File: config.mk
export PLATFORM = sky130hd
export DESIGN_NAME = sib_sync_event_mc
export DESIGN_NICKNAME = d
export VERILOG_FILES = /design/src/rtl/sib_sync_event_mc.sv
export SDC_FILE = /design/constraint.sdc
export NUM_CORES = 1
export LEC_CHECK = 0
export CORE_MARGIN = 4
export CORE_UTILIZATION = 50
export CTS_BUF_LIST = sky130_fd_sc_hd__clkbuf_8
export DETAILED_ROUTE_END_ITERATION = 10
export GPL_TIMING_DRIVEN = 0
export PLACE_DENSITY = 0.82
export SLEW_MARGIN = 10
export SYNTH_ARGS = -nofsm -noshare
export SYNTH_HDL_FRONTEND = slang
export SYNTH_SLANG_ARGS = --single-unit
File: constraint.sdc
create_clock -name clk -period 2.8 [get_ports clk]
set_clock_uncertainty 0.2 [all_clocks]
set_input_delay 0.56 -clock clk [delete_from_list [all_inputs] [get_ports clk]]
set_output_delay 0.56 -clock clk [all_outputs]
set_load 0.02 [all_outputs]
File: src/rtl/sib_sync_event_mc.sv
// Multi-channel event synchronizer with per-channel pending counters.
// Toggle or rising-edge detection per channel, saturating counts, sticky overflow.
module sib_sync_event_mc #(
   parameter int             NCH         = 4,
   parameter int             SYNC_STAGES = 2,
   parameter bit             BYPASS      = 1'b0,
   parameter logic [NCH-1:0] RISE_MASK   = '0,
   parameter int             CNT_W       = 4
) (
   input  logic                 clk,
   input  logic                 rst_n,
   input  logic [NCH-1:0]       evt_i,
   input  logic [NCH-1:0]       ack_i,
   input  logic [NCH-1:0]       ovf_clr_i,
   output logic                 ready_o,
   output logic [NCH-1:0]       evt_pulse_o,
   output logic [NCH-1:0]       pend_o,
   output logic [NCH*CNT_W-1:0] pend_cnt_o,
   output logic [NCH-1:0]       ovf_o
);

   localparam int               L    = BYPASS ? 1 : SYNC_STAGES + 1;
   localparam logic [CNT_W-1:0] CMAX = '1;

   typedef enum logic {S_INIT, S_RUN} state_t;

   state_t           r_state;
   logic [2:0]       r_init_cnt;
   logic             r_ready;
   logic [NCH-1:0]   w_sync;
   logic [NCH-1:0]   r_prev;
   logic [NCH-1:0]   w_raw;
   logic [NCH-1:0]   w_evt;
   logic [NCH-1:0]   r_pulse;
   logic [NCH-1:0]   r_ovf;
   logic [NCH-1:0]   w_ovf_set;
   logic [CNT_W-1:0] r_cnt     [NCH];
   logic [CNT_W-1:0] w_cnt_nxt [NCH];

   generate
      if (BYPASS) begin : g_byp
         assign w_sync = evt_i;
      end else begin : g_sync
         logic [NCH-1:0] r_chain [SYNC_STAGES];

         always_ff @(posedge clk or negedge rst_n) begin
            if (!rst_n) begin
               for (int i = 0; i < SYNC_STAGES; i++) r_chain[i] <= '0;
            end else begin
               r_chain[0] <= evt_i;
               for (int i = 1; i < SYNC_STAGES; i++) r_chain[i] <= r_chain[i-1];
            end
         end

         assign w_sync = r_chain[SYNC_STAGES-1];
      end
   endgenerate

   assign w_raw = (RISE_MASK & w_sync & ~r_prev) | (~RISE_MASK & (w_sync ^ r_prev));
   assign w_evt = (r_state == S_RUN) ? w_raw : '0;

   // INIT spans the chain fill plus one prev update so stale levels never fire.
   always_ff @(posedge clk or negedge rst_n) begin
      if (!rst_n) begin
         r_state    <= S_INIT;
         r_init_cnt <= '0;
         r_ready    <= 1'b0;
      end else begin
         unique case (r_state)
            S_INIT: begin
               if (r_init_cnt == 3'(L - 1)) begin
                  r_state <= S_RUN;
                  r_ready <= 1'b1;
               end else begin
                  r_init_cnt <= r_init_cnt + 3'd1;
               end
            end
            S_RUN: r_ready <= 1'b1;
            default: r_state <= S_INIT;
         endcase
      end
   end

   // A same-cycle ack only cancels an event when something is pending.
   always_comb begin
      for (int n = 0; n < NCH; n++) begin
         w_cnt_nxt[n] = r_cnt[n];
         w_ovf_set[n] = 1'b0;
         if (w_evt[n]) begin
            if (ack_i[n] && r_cnt[n] != '0) begin
               w_cnt_nxt[n] = r_cnt[n];
            end else if (ack_i[n]) begin
               w_cnt_nxt[n] = CNT_W'(1);
            end else if (r_cnt[n] == CMAX) begin
               w_ovf_set[n] = 1'b1;
            end else begin
               w_cnt_nxt[n] = r_cnt[n] + CNT_W'(1);
            end
         end else if (ack_i[n] && r_cnt[n] != '0) begin
            w_cnt_nxt[n] = r_cnt[n] - CNT_W'(1);
         end
      end
   end

   always_ff @(posedge clk or negedge rst_n) begin
      if (!rst_n) begin
         r_prev  <= '0;
         r_pulse <= '0;
         r_ovf   <= '0;
         for (int n = 0; n < NCH; n++) r_cnt[n] <= '0;
      end else begin
         r_prev  <= w_sync;
         r_pulse <= w_evt;
         r_ovf   <= (r_ovf & ~ovf_clr_i) | w_ovf_set;
         for (int n = 0; n < NCH; n++) r_cnt[n] <= w_cnt_nxt[n];
      end
   end

   always_comb begin
      pend_o     = '0;
      pend_cnt_o = '0;
      for (int n = 0; n < NCH; n++) begin
         pend_o[n]                  = |r_cnt[n];
         pend_cnt_o[n*CNT_W +: CNT_W] = r_cnt[n];
      end
   end

   assign ready_o     = r_ready;
   assign evt_pulse_o = r_pulse;
   assign ovf_o       = r_ovf;

endmodule

==> results of run 1 <==
==> placed cells by master, fill, tap and decap left out, types with 5 or more instances in the layout <==
cell type	instances
xnor2_1	7
o21ai_0	12
inv_1	28
a21oi_1	16
clkbuf_8	5
clkdlybuf4s50_1	37
dfrtp_1	38
nand4b_1	5
nand2_1	10
o221ai_1	6
ha_1	10
clkbuf_1	7
nand3_1	12
==> metal layers <==
layer	global-route usage (%)	vias to the layer above	part of all wire (%)
li1	-	961	-
met1	24.28	967	43
met2	29.97	86	49
met3	4.019	11	7.1
met4	5.944	0	1.4
met5	0	-	0
==> stage by stage <==
stage / setup slack (ns) / hold slack (ns)
3_3_place_gp: -0.07239 / 0.1346
5_1_grt: 0.02902 / 0.04146
2_1_floorplan: 0.3716 / 0.06441
6_report: 0.1357 / 0.01385
4_1_cts: 0.005617 / 0.02396
3_5_place_dp: 0.06471 / 0.1355
==> logic make-up (layout without fill, tap and decap cells) <==
logic type | Yosys count | count (layout)
buffers and inverters | 38 | 87
xor gates and xnor gates | 11 | 11
muxes | 3 | 3
adders and majority gates | 10 | 10
and+or+nand+nor | 58 | 58
AOI/OAI and AO/OA | 71 | 71
DFF | 41 | 41
==> worst paths after layout <==
check	start	to	slack, ns	depth (start not counted)
max	pend_cnt_o[5]	pend_o[1]	0.14	6
min	rst_n	pend_cnt_o[3]	0.01	1
max reg2reg	pend_cnt_o[12]	pend_cnt_o[13]	0.33	6
min reg2reg	g_sync.r_chain[4]	w_sync[0]	0.15	0
max in group asynchronous	rst_n	pend_cnt_o[9]	1.90	2
min in group clk	g_sync.r_chain[4]	w_sync[0]	0.15	0
==> registers in the layout, summed over array words and instances, names as in the netlist <==
register        flops
evt_pulse_o         4
w_sync              4
pend_cnt_o         16
ready_o             1
r_state             1
g_sync.r_chain      4
r_prev              4
r_init_cnt          3
ovf_o               4
==> synth_stat cells, drive strengths merged (2+ instances only) <==
cell / count / area (um^2)
o211ai: 3 / 22.52
nand4: 2 / 12.51
nor4b: 2 / 17.52
dfrtp: 41 / 1026
nand4b: 5 / 43.79
nand3b: 4 / 30.03
o221ai: 6 / 52.55
a311oi: 3 / 26.28
nand2b: 3 / 18.77
or3b: 2 / 20.02
clkbuf: 8 / 30.03
ha: 10 / 125.1
or4b: 2 / 23.77
buf: 2 / 18.77
nand3: 13 / 70.07
nand2: 10 / 37.54
nor3: 2 / 10.01
nor2b: 3 / 18.77
xnor2: 7 / 61.31
o32ai: 3 / 26.28
mux2: 2 / 26.27
a211oi: 3 / 22.52
o21ai: 12 / 60.06
xor2: 4 / 35.03
o221a: 3 / 33.78
a21oi: 16 / 80.08
o22ai: 4 / 25.02
a31oi: 3 / 18.77
inv: 28 / 105.1
nor4: 3 / 18.77
==> report_power, final <==
part / internal, W / switching [W]
registers: 0.000733 / 0.000220
clock network: 0.000267 / 0.000211
logic: 0.000619 / 0.000634
total: 0.00162 / 0.00107
==> layout make-up <==
cell class,count,area share (%)
clock buffer,5,2.343
clock inverter,3,1.576
buffer,9,1.534
sequential,41,35.07
tap,52,2.216
timing repair buffer,42,14.83
inverter,28,3.579
multi-input combinational,153,38.86
==> worst max-delay path, stage by stage, from the launching register on <==
cell,delay (ns)
dfrtp_1,0.44
inv_1,0.09
ha_1,0.22
nand2b_1,0.10
nor2_1,0.07
inv_1,0.08
clkdlybuf4s50_1,0.60
==> what timing repair did <==
action	4_1_cts	5_1_grt
buffers inserted	0	0
resized for setup	6	3
setup endpoints to repair	3	3
==> metrics.yaml, run 1 <==
status:
  run_status: "finished clean"
sta:
  fin_tns_setup_ns: 0
  max_slew.worst_pin.slew_ns: 0.6383
  finalHoldViolations: 0
  max_slew_headroom_pct: 57.12
  slew_violations: 0
  finalWorstPathRequiredPeriod_ns: 2.664
  setup_viol: 0
  unrepaired_setup_endpoints_after_global_routing: "no"
  post-route-period-util_pct: 95.15
  max_clock_freq_mhz: 375.3
worst_setup_path:
  arrival_ns: 1.90
  worst-setup-path-type: "reg -> out"
  critical_path_required_ns: 2.04
  endpoint_kind: "output pin"
  start_kind: "register"
  cp_max_fo: 6
floorplan:
  std_cell_rows: 24
  die_width_um: 76.06
  initial_core_util_pct: 52.47
  core_um2: 4414
  die_h_um: 76.06
  floorplan.die_area_um2: 5785
  io_pins: 43
clock_tree:
  worstSkewPairLatency_ns: 0.30
  cts.htree.levels: 2
  holdBufCountCts: 0
  cts_buffers: 5
  sinks_on_the_clock_net: 41
  tritoncts: "built"
  path_clk_slew_ns: 0.08
  clk_root_buffer_cell: "clkbuf_8"
  clockBufferDepth: 2
synthesis:
  synth.mux.area_fraction_pct: 1.567
  synth_unique_cells: 58
  post_synth_xor_area_fraction_pct: 4.160
  synthArstFlopShare_pct: 100.0
  synth_area_um2: 2316
  post_synth_fa_ha_maj_area_fraction_pct: 5.402
  synth-compound-area-share_pct: 21.66
  synthCells: 232
  synth_enable_flop_cells: 0
  syn_nets: 256
  syn_area_per_cell_um2: 9.983
  ys_seq_elements: 41
  synth_top_family_by_area: "compound AO/OA/AOI/OAI gates"
  ys.warnings.count: 0
  area_share_of_and_or_nand_nor_cells_after_synthesis_pct: 16.26
  main_synth_ff_type: "dfrtp_1"
  synth_sequential_area_ratio_pct: 44.30
grt:
  grt_usage_pct: 18.40
  grt_pass1_wl_um: 8838
  first_global_vias: 1880
  total_global_routing_overflow: 0
  initial_antenna_violation_count: 0
  grt_start_max_net_pins: 22
final_layout:
  finalInstanceArea_um2: 2937
  ff_latch_area_um2: 1030
  post_layout_nonfiller_instances: 333
  num_antenna_cells: 0
  layout.core_utilization_pct: 66.52
  area_used_by_multi_input_combinational_logic_um2: 1141
  final_nets: 304
  syn_to_final_growth_pct: 26.80
  proportion_of_layout_cells_with_a_drive_suffix_above_1_pct: 11.39
  fillerInstances: 350
route:
  wirelength_um: 5325
  post_drt_via_cell_ratio: 6.081
  route.vias.total: 2025
  wl_per_cell_um: 15.99
  dr.first_iter.drc_count: 171
  detail_route.drc_violations: 0
  drtAntennaViolNets: 0
  detail_route.first_pass.iterations: 4
pwr:
  power-per-cell-area_nw_per_um2: 914.4
  totalPowerFinal_w: 0.002685
  ir_drop_mv: 0.4848
  power.static_leakage_nw: 1.193
placement:
  numPortBuffers: 41
  numPlacedInstances: 326
  dp_hpwl_um: 3747
  place_congestion: 0.9168
  placed_area_um2: 2814
min_path:
  hold_class: "in -> async"
run:
  max_cap_viol_count: 0
No activity file was read; power rests on OpenSTA's default activity.
==> run 2: changes to the inputs <==
Settings changed: CTS_BUF_LIST sky130_fd_sc_hd__clkbuf_8 to unset.
==> results of run 2 <==
Same layout as run 1: the final DEF is identical, and so are final timing and power.
